[src/rtl/hdmi_pattern_gen.sv]
// Test-pattern generator that re-times HDMI syncs/DE through a 2-stage pipeline
// and replaces pixel data with solid, colour-bar, checkerboard or gradient patterns.
module hdmi_pattern_gen #(
    parameter int H_ACTIVE = 1280,
    parameter int V_ACTIVE = 720,
    parameter int BAR_W    = 160
) (
    input  logic        pix_clk,
    input  logic        reset,
    input  logic        hsync_in,
    input  logic        vsync_in,
    input  logic        de_in,
    input  logic [1:0]  mode_sel,
    input  logic [23:0] solid_rgb,
    output logic        hsync_out,
    output logic        vsync_out,
    output logic        de_out,
    output logic [23:0] rgb_out,
    output logic [7:0]  frame_cnt,
    output logic        line_err,
    output logic        frame_err
);

    localparam logic [10:0] CNT_MAX  = 11'h7FF;
    localparam logic [10:0] BAR_LAST = 11'(BAR_W - 1);

    logic        de_prev;
    logic        vs_prev;
    logic        skip_line;
    logic        first_frame;
    logic [10:0] x_cnt;
    logic [10:0] y_cnt;
    logic [10:0] bar_pos;
    logic [2:0]  bar_idx;
    logic [1:0]  mode_act;

    logic        de_rise;
    logic        de_fall;
    logic        vs_rise;
    logic        line_done;
    logic [10:0] x_cur;
    logic [10:0] bar_pos_cur;
    logic [2:0]  bar_idx_cur;
    logic [10:0] y_inc;
    logic [10:0] lines_total;
    logic [11:0] run_len;

    logic        hs1;
    logic        vs1;
    logic        de1;
    logic [7:0]  x1;
    logic [7:0]  y1;
    logic [7:0]  fc1;
    logic [1:0]  mode1;
    logic [23:0] solid1;
    logic [2:0]  bar1;
    logic [23:0] pix_rgb;

    assign de_rise = de_in & ~de_prev;
    assign de_fall = ~de_in & de_prev;
    assign vs_rise = vsync_in & ~vs_prev;

    // A line already in progress when reset released is not length-checked or counted.
    assign line_done   = de_fall & ~skip_line;
    assign y_inc       = (y_cnt == CNT_MAX) ? y_cnt : y_cnt + 11'd1;
    assign lines_total = line_done ? y_inc : y_cnt;
    assign run_len     = {1'b0, x_cnt} + 12'd1;

    // Bar index tracked incrementally so no divider is needed.
    always_comb begin
        x_cur       = x_cnt;
        bar_pos_cur = bar_pos;
        bar_idx_cur = bar_idx;
        if (de_rise) begin
            x_cur       = 11'd0;
            bar_pos_cur = 11'd0;
            bar_idx_cur = 3'd0;
        end else begin
            if (x_cnt != CNT_MAX) begin
                x_cur = x_cnt + 11'd1;
            end
            if (bar_pos == BAR_LAST) begin
                bar_pos_cur = 11'd0;
                if (bar_idx != 3'd7) begin
                    bar_idx_cur = bar_idx + 3'd1;
                end
            end else begin
                bar_pos_cur = bar_pos + 11'd1;
            end
        end
    end

    always_ff @(posedge pix_clk) begin
        if (reset) begin
            de_prev     <= 1'b0;
            vs_prev     <= 1'b0;
            skip_line   <= 1'b1;
            first_frame <= 1'b1;
            x_cnt       <= 11'd0;
            y_cnt       <= 11'd0;
            bar_pos     <= 11'd0;
            bar_idx     <= 3'd0;
            mode_act    <= 2'd1;
            frame_cnt   <= 8'd0;
            line_err    <= 1'b0;
            frame_err   <= 1'b0;
        end else begin
            de_prev <= de_in;
            vs_prev <= vsync_in;
            if (!de_in) begin
                skip_line <= 1'b0;
            end
            if (de_in) begin
                x_cnt   <= x_cur;
                bar_pos <= bar_pos_cur;
                bar_idx <= bar_idx_cur;
            end
            if (line_done && run_len != 12'(H_ACTIVE)) begin
                line_err <= 1'b1;
            end
            // A line ending on the frame-start cycle belongs to the finishing frame.
            if (vs_rise) begin
                if (!first_frame && lines_total != 11'(V_ACTIVE)) begin
                    frame_err <= 1'b1;
                end
                first_frame <= 1'b0;
                y_cnt       <= 11'd0;
                frame_cnt   <= frame_cnt + 8'd1;
                mode_act    <= mode_sel;
            end else if (line_done) begin
                y_cnt <= y_inc;
            end
        end
    end

    always_ff @(posedge pix_clk) begin
        if (reset) begin
            hs1       <= 1'b0;
            vs1       <= 1'b0;
            de1       <= 1'b0;
            x1        <= 8'd0;
            y1        <= 8'd0;
            fc1       <= 8'd0;
            mode1     <= 2'd0;
            solid1    <= 24'd0;
            bar1      <= 3'd0;
            hsync_out <= 1'b0;
            vsync_out <= 1'b0;
            de_out    <= 1'b0;
            rgb_out   <= 24'd0;
        end else begin
            hs1       <= hsync_in;
            vs1       <= vsync_in;
            de1       <= de_in;
            x1        <= x_cur[7:0];
            y1        <= y_cnt[7:0];
            fc1       <= frame_cnt;
            mode1     <= mode_act;
            solid1    <= solid_rgb;
            bar1      <= bar_idx_cur;
            hsync_out <= hs1;
            vsync_out <= vs1;
            de_out    <= de1;
            rgb_out   <= de1 ? pix_rgb : 24'd0;
        end
    end

    always_comb begin
        pix_rgb = 24'd0;
        case (mode1)
            2'd0: pix_rgb = solid1;
            2'd1: begin
                case (bar1)
                    3'd0:    pix_rgb = 24'hFFFFFF;
                    3'd1:    pix_rgb = 24'hFFFF00;
                    3'd2:    pix_rgb = 24'h00FFFF;
                    3'd3:    pix_rgb = 24'h00FF00;
                    3'd4:    pix_rgb = 24'hFF00FF;
                    3'd5:    pix_rgb = 24'hFF0000;
                    3'd6:    pix_rgb = 24'h0000FF;
                    default: pix_rgb = 24'h000000;
                endcase
            end
            2'd2:    pix_rgb = (x1[5] ^ y1[5]) ? 24'h000000 : 24'hFFFFFF;
            default: pix_rgb = {x1, y1, fc1};
        endcase
    end

endmodule

[config.mk]
export PLATFORM = sky130hd
export DESIGN_NAME = hdmi_pattern_gen
export DESIGN_NICKNAME = d
export VERILOG_FILES = /design/src/rtl/hdmi_pattern_gen.sv
export SDC_FILE = /design/constraint.sdc
export NUM_CORES = 1
export LEC_CHECK = 0
export ABC_CLOCK_PERIOD_IN_PS = 5300
export CORE_MARGIN = 2
export CORE_UTILIZATION = 45
export DETAILED_ROUTE_END_ITERATION = 8
export PLACE_DENSITY_LB_ADDON = 0.12
export SLEW_MARGIN = 40
export SYNTH_ARGS = -nofsm -noshare
export SYNTH_HDL_FRONTEND = slang
export SYNTH_SLANG_ARGS = --single-unit
export TNS_END_PERCENT = 30
[constraint.sdc]
create_clock -name pix_clk -period 5.3 [get_ports pix_clk]
set_clock_uncertainty 0.1 [all_clocks]
set_input_delay 0.53 -clock pix_clk [delete_from_list [all_inputs] [get_ports pix_clk]]
set_output_delay 0.53 -clock pix_clk [all_outputs]
set_load 0.01 [all_outputs]
==> flow_summary.yaml, run 1 <==
run_status:
  status: "completed"
placed_design:
  io_buffers: 67
  hpwl_um: 7160
  dp_cells: 748
  gp_congestion: 0.857
clock_tree:
  cts_tree: "yes"
  cts-root-buf: "clkbuf_16"
  h-tree-depth: 4
  cts_buffer_depth: 2
  cts_buffers: 17
  clk_latency_ps: 410
  cts_hold_buf: 0
  post-cts-setup-buffer-count: 0
  cts_resized: 0
  clkTransAtPathRegs_ps: 50
  clkSinkCount: 133
floorplan:
  start_util: 0.459
  fp.dieH_um: 112
  ios: 68
  core_um2: 11400
  fp.dieW_um: 112
  rows: 39
  dieArea_um2: 12500
job:
  cap_violations: 0
routing:
  drt-pass1-iter-count: 4
  wl_met1_um: 5670
  wl_met3_um: 473
  routed-via-count: 4020
  wl_per_cell_um: 14.2
  routed_wl_um: 11000
  drc: 0
  dr_wl_met2_um: 4700
  final_antenna_net_count: 0
  drt_iter0_markers: 248
  highest_layer: "met4"
  via_per_inst: 5.15
sta:
  fin_crit_ps: 2380
  worst_pin_slew_ps: 739
  finalCritPeriodShare: 0.450
  hold_viol_final: 0
  rsz0062_at_grt: "false"
  fmax_mhz: 419
  fin_setup_tns_ps: 0
  slew_headroom: 0.507
  slew_violations: 0
  finalSetupViolCount: 0
global_routing:
  overflow: 0
  grt_pass1_vias: 3865
  grt_pass1_wl_um: 18600
  track_usage: 0.184
  antenna_found_initial: 0
  grt_max_degree: 72
synthesis:
  syn-cell-area_um2: 5220
  syn_inst: 569
  synth_warnings: 0
  synth_fp_nets: 605
  yosysSeqAreaShare: 0.510
  yosys_register_bits: 133
  syn_avg_cell_area_um2: 9.18
  synth_cell_types: 43
cells_and_area:
  final_common_cell: "dfxtp_1"
  fin_cells: 780
  nNetsFinal: 660
  antenna_cells: 0
  final_cell_mix: "dfxtp_1, nor2b_1, clkdlybuf4s50_1"
  area_delta_synth_final_pct: 25.2
  nFillCells: 1028
  layout-drive-gt1-share: 0.0691
  seq_area_um2: 2660
  multi_input_area_um2: 2400
critical_path:
  worst-path-max-fanout: 5
  ff2ff_path_depth: 6
  crit_chain: "ha_1 -> nor4b_1 -> nand4_1 -> a21oi_1 -> o21ai_0 -> a32o_1"
  worstSetupPathType: "reg -> reg"
  worstPathRequired_ps: 5500
  start_kind: "flip-flop"
  slowest_stage: "a21oi_1"
  worstPathArrival_ps: 2580
  critPathMaxStageDelay_ps: 430
  worstSetupEndpointType: "flip-flop"
pwr:
  ir_drop_uv: 243
  p_leak_nw: 2.51
  powerDensity_nw_per_um2: 354
min_path:
  min_path_type: "reg -> reg"
  min_path_cells: 1
area by class of cell:
class	instances	share of cell area
clock inverters	11	0.0165
well taps	143	0.0274
flip-flops and latches	133	0.407
inverters	9	0.00517
clock buffers	21	0.0704
multi-input cells	392	0.367
repair buffers	71	0.106
through the flow:
step / setup WS [ps] / hold slack, ps / cell area (um^2) / util / power (mW)
final: 2920 / 339 / 6540 / 0.575 / 2.31
after global routing: 2700 / 367 / 6540 / 0.575 / 2.39
after CTS: 2960 / 341 / 6540 / 0.575 / 2.33
after detailed placement: 2610 / 328 / 5970 / 0.525 / 1.22
after global placement: 2630 / 317 / 5950 / 0.524 / 1.21
after floorplan: 3390 / 314 / 5220 / - / 1.15
flip-flops by register name, indices dropped and copies added, names as in the netlist, 2 cells and up:
signal / flops
rgb_out: 24
solid1: 24
bar_pos: 11
x_cnt: 11
y_cnt: 11
fc1: 8
frame_cnt: 8
x1: 8
y1: 8
bar1: 3
bar_idx: 3
mode1: 2
mode_act: 2
synthesized netlist by cell type:
library cell,number,share of area
dfxtp_1,133,0.51
nor2b_1,71,0.085
a21oi_1,49,0.047
nor2_1,41,0.029
o21ai_0,35,0.034
nand2_1,33,0.024
o21bai_1,25,0.036
clkbuf_1,23,0.017
nand3_1,18,0.017
xor2_1,15,0.025
and3_1,14,0.017
xnor2_1,13,0.022
nand4_1,10,0.012
inv_1,9,0.0065
buf_2,8,0.0077
a31oi_1,7,0.0084
a211oi_1,5,0.0072
ha_1,5,0.012
and4_1,4,0.0067
buf_1,4,0.0029
nand2b_1,4,0.0048
nor3_1,4,0.0038
nor3b_1,4,0.0058
a21o_1,3,0.0043
a41o_1,3,0.0058
a41oi_1,3,0.0050
mux2i_1,3,0.0058
nor4_1,3,0.0036
or3_1,3,0.0036
and2_1,2,0.0024
nor4b_1,2,0.0034
o21a_1,2,0.0029
a2111oi_2,1,0.0029
a31o_2,1,0.0017
a31o_4,1,0.0034
a32o_1,1,0.0019
and4bb_2,1,0.0024
nand4_2,1,0.0024
o2111a_1,1,0.0022
o211a_1,1,0.0019
o211ai_1,1,0.0014
o31a_1,1,0.0017
or3b_1,1,0.0017
kinds of logic (layout without fill, tap and decap cells):
logic type,Yosys count,in the layout,share of synthesized area
simple gates,216,216,0.225
compound gates,140,140,0.167
flops,133,133,0.510
buf+inv,44,112,0.0335
xor+xnor,28,28,0.0470
fa+ha+maj,5,5,0.0120
mux,3,3,0.00575
worst paths after layout:
| path | startpoint | to | slack [ps] |
|---|---|---|---|
| setup reg to reg | bar_pos[0] | bar_idx[0] | 2920 |
| setup / recovery | bar_pos[0] | bar_idx[0] | 2920 |
| hold / removal | hs1 | hsync_out | 340 |
| hold reg to reg | hs1 | hsync_out | 340 |
routing by layer:
layer	up-vias	global-route usage
met3	16	0.0517
met2	79	0.267
met1	1854	0.252
met4	0	0.0872
met5	-	0
li1	2071	-
power breakdown:
part	switching, mW	leakage, nW	internal, mW
Sequential	0.0139	1.08	1.03
Combinational	0.0772	1.14	0.0759
Clock	0.409	0.286	0.709
Total	0.500	2.51	1.81
worst max-delay path: cells and delay by family, from the launching register on:
family / cells / cell delay [ps]
AO/OA/AOI/OAI: 3 / 920
adder cells (fa/ha/maj): 1 / 230
flip-flops: 1 / 370
AND/OR/NAND/NOR: 2 / 660
No activity file was read; power rests on OpenSTA's default activity.
==> inputs of run 2 (changes only) <==
Settings changed: ABC_CLOCK_PERIOD_IN_PS 5300 to 2200.
Clock period 5.3 ns to 2.2 ns, I/O delays scaled along.
==> flow_summary.yaml, run 2 (same netlist as run 1, synthesis figures left out) <==
run_status:
  status: "completed"
pwr:
  ir_drop_uv: 559
  p_switching_mw: 1.22
  seqPwrFrac: 0.418
  switching_share: 0.204
  power.internal_mw: 4.77
  finalPower_mw: 5.99
  p_comb_frac: 0.066
  p_leak_nw: 2.64
  clockPowerShare: 0.516
  powerDensity_nw_per_um2: 887
floorplan:
  fp.dieH_um: 112
  ios: 68
  dieArea_um2: 12500
  core_um2: 11400
  rows: 39
  fp.dieW_um: 112
  start_util: 0.459
clock_tree:
  post-cts-setup-buffer-count: 0
  cts_buffers: 17
  clk_latency_ps: 420
  cts_buffer_depth: 2
  cts-root-buf: "clkbuf_16"
  clkSinkCount: 133
  cts_tree: "yes"
  h-tree-depth: 4
  cts_hold_buf: 0
  clkTransAtPathRegs_ps: 50
routing:
  final_antenna_net_count: 0
  routed_wl_um: 11600
  via_per_inst: 5.17
  wl_per_cell_um: 14.5
  drt_iter0_markers: 215
  drt-pass1-iter-count: 4
  routed-via-count: 4128
  drc: 0
sta:
  slew_violations: 0
  slew_headroom: 0.708
  fin_crit_ps: 1930
  rsz0062_at_grt: "false"
  fin_setup_tns_ps: 0
  worst_pin_slew_ps: 432
  fmax_mhz: 519
  finalCritPeriodShare: 0.876
  hold_viol_final: 0
  finalSetupViolCount: 0
critical_path:
  worstSetupEndpointType: "flip-flop"
  worstPathArrival_ps: 2130
  start_kind: "flip-flop"
  worst-path-max-fanout: 6
  worstSetupPathType: "reg -> reg"
  worstPathRequired_ps: 2400
global_routing:
  overflow: 0
  track_usage: 0.195
  antenna_found_initial: 0
  grt_pass1_wl_um: 19600
  grt_max_degree: 34
  grt_pass1_vias: 4051
cells_and_area:
  reg.largest.list: "rgb_out x24, solid1 x24"
  seq_area_um2: 2660
  nFillCells: 1019
  layout-drive-gt1-share: 0.0899
  final_common_cell: "dfxtp_1"
  antenna_cells: 0
  area_delta_synth_final_pct: 29.4
  final_cell_mix: "dfxtp_1, nor2b_1, clkdlybuf4s50_1"
  multi_input_area_um2: 2390
  final_cell_area_um2: 6750
  nNetsFinal: 679
placed_design:
  post_dp_cell_area_um2: 6100
  hpwl_um: 7700
  io_buffers: 67
  gp_congestion: 0.895
min_path:
  min_path_type: "in -> reg"
job:
  cap_violations: 0
==> run 2: timing repair <==
action                                  CTS  global route
hold endpoints to repair                  0             0
resized for setup                         0             1
endpoints found under the setup margin    0             3
==> run 2: critical path, cell delays in order, from the launching register on <==
cell and delay [ps]:
dfxtp_1 350, ha_1 220, and2_1 230, buf_4 180, and2_1 160, o21ai_0 170
a31oi_1 110, o31a_1 300
==> run 2: path summary, 6_finish.rpt <==
path                             startpoint     endpoint  slack [ps]  depth (start not counted)
worst min-delay path                  reset     x_cnt[7]          80                          2
worst min register to register  first_frame  first_frame         340                          2
worst max register to register     x_cnt[1]     line_err         270                          7
worst max-delay path               x_cnt[1]     line_err         270                          7
==> run 2: final cells by class <==
type,instances,share of cell area
clock inverters,9,0.0256
inverters,9,0.00500
flip-flops and latches,133,0.394
repair buffers,90,0.124
well taps,143,0.0265
clock buffers,23,0.0708
multi-input cells,392,0.354
==> run 2: metal layers <==
layer,vias up,wire [um],global-route usage,part of all wire
met5,-,0,0,0
met4,0,129,0.0749,0.011
met3,15,595,0.0702,0.051
met2,99,5080,0.281,0.44
met1,1903,5770,0.269,0.50
li1,2111,-,-,-
==> run 2: power by group through the flow <==
stage	registers, mW	clock network (mW)	logic, mW
final	2.51	3.09	0.395
after global routing	2.51	3.26	0.437
after CTS	2.51	3.14	0.399
after detailed placement	2.56	0	0.393
after global placement	2.56	0	0.390
after floorplan	2.56	0	0.208
==> run 2: stage by stage <==
step	util	cells	worst slack, ps	hold slack, ps
finish	0.594	799	273	77.2
global placement	0.536	767	86.7	321
CTS	0.593	799	153	54.9
floorplan	-	569	307	244
detailed placement	0.536	767	39.4	333
global route	0.594	799	104	70.8
==> inputs of run 3 (changes only) <==
Settings changed: PLACE_DENSITY set to 0.67, PLACE_DENSITY_LB_ADDON 0.12 to not set.
==> flow_summary.yaml, run 3 (same netlist as run 1, synthesis figures left out) <==
run_status:
  status: "completed"
sta:
  slew_headroom: 0.752
  layout_setup_ws_ps: 307
  rsz0062_at_grt: "false"
  hold_viol_final: 0
  finalCritPeriodShare: 0.861
  finalSetupViolCount: 0
  worst_pin_slew_ps: 366
  fin_crit_ps: 1890
  slew_violations: 0
  fin_setup_tns_ps: 0
  fmax_mhz: 528
critical_path:
  worstSetupPathType: "reg -> reg"
  start_kind: "flip-flop"
  worst-path-max-fanout: 6
  critPathMaxStageDelay_ps: 350
  worstPathRequired_ps: 2400
  worstPathArrival_ps: 2100
  slowest_stage: "dfxtp_1"
  crit_chain: "ha_1 -> and2_1 -> buf_4 -> and2_1 -> o21ai_0 -> a31oi_1 -> o31a_1"
  crit_top_cell: "and2_1"
  worstSetupEndpointType: "flip-flop"
placed_design:
  io_buffers: 67
  hpwl_um: 7470
  dp_cells: 764
  gp_congestion: 0.870
  pre_cts_ws_ps: 35.0
floorplan:
  dieArea_um2: 12500
  fp.dieW_um: 112
  core_um2: 11400
  start_util: 0.459
  fp.dieH_um: 112
  rows: 39
  ios: 68
global_routing:
  grt_pass1_vias: 3965
  track_usage: 0.192
  overflow: 0
  grt_pass1_wl_um: 19400
  antenna_found_initial: 0
  grt_max_degree: 66
pwr:
  ir_drop_uv: 923
  p_leak_nw: 2.61
  finalPower_mw: 5.89
  powerDensity_nw_per_um2: 877
routing:
  wl_per_cell_um: 14.1
  drc: 0
  drt-pass1-iter-count: 5
  drt_iter0_markers: 409
  routed_wl_um: 11200
  routed-via-count: 4139
  final_antenna_net_count: 0
  via_per_inst: 5.22
cells_and_area:
  final_cell_mix: "dfxtp_1, nor2b_1, clkdlybuf4s50_1"
  layout-drive-gt1-share: 0.0831
  reg.largest.list: "rgb_out x24, solid1 x24"
  fin_cells: 793
  nNetsFinal: 676
  area_delta_synth_final_pct: 28.7
  antenna_cells: 0
  final_common_cell: "dfxtp_1"
clock_tree:
  h-tree-depth: 4
  cts_buffer_depth: 2
  cts_tree: "yes"
  clk_latency_ps: 410
  cts-root-buf: "clkbuf_16"
  clkTransAtPathRegs_ps: 50
  cts_buffers: 17
  cts_hold_buf: 0
  clkSinkCount: 133
min_path:
  min_path_type: "in -> reg"
job:
  cap_violations: 0
==> run 3: path summary, 6_finish.rpt <==
| kind | slack (ps) | start | cells after the start | end |
|---|---|---|---|---|
| worst min register to register | 340 | first_frame | 2 | first_frame |
| worst min-delay path | 60 | reset | 2 | de1 |
| worst max-delay path | 310 | x_cnt[1] | 7 | line_err |
| worst max register to register | 310 | x_cnt[1] | 7 | line_err |
==> run 3: area by class of cell <==
class	count	area, um^2
clock buffer	20	447
sequential	133	2660
multi-input combinational	392	2390
timing repair buffer	87	828
fill	1018	4650
tap	143	179
inverter	9	33.8
clock inverter	9	179
==> run 3: worst max-delay path, delay by kind of cell, from the launching register on <==
family          cells  cell delay [ps]
compound gates      3              550
simple gates        2              390
fa+ha+maj           1              220
buf+inv             1              180
flops               1              350
==> run 3: routing by layer <==
metal	vias up	part of all wire	GRT usage
li1	2100	-	-
met1	1914	0.50	0.269
met2	115	0.44	0.275
met3	10	0.055	0.0686
met4	0	0.0098	0.0658
met5	-	0	0
==> run 3: per-stage QoR <==
stage | instance area, um^2 | hold slack (ps) | utilization
2_1_floorplan | 5220 | 244 | -
3_3_place_gp | 6090 | 322 | 0.535
3_5_place_dp | 6090 | 335 | 0.535
4_1_cts | 6710 | 36.1 | 0.590
5_1_grt | 6720 | 39.5 | 0.591
6_report | 6720 | 56.6 | 0.591
==> run 3: where the power goes <==
| part | switching (mW) | leakage (nW) | total [mW] | internal [mW] |
|---|---|---|---|---|
| Combinational | 0.193 | 1.23 | 0.393 | 0.200 |
| Clock | 0.974 | 0.298 | 2.99 | 2.02 |
| Sequential | 0.0282 | 1.08 | 2.51 | 2.48 |
| Total | 1.20 | 2.61 | 5.89 | 4.70 |
==> run 3: repair_timing <==
action                     CTS  global route
resized for setup            0             1
setup endpoints to repair    0             2
buffers inserted             0             0
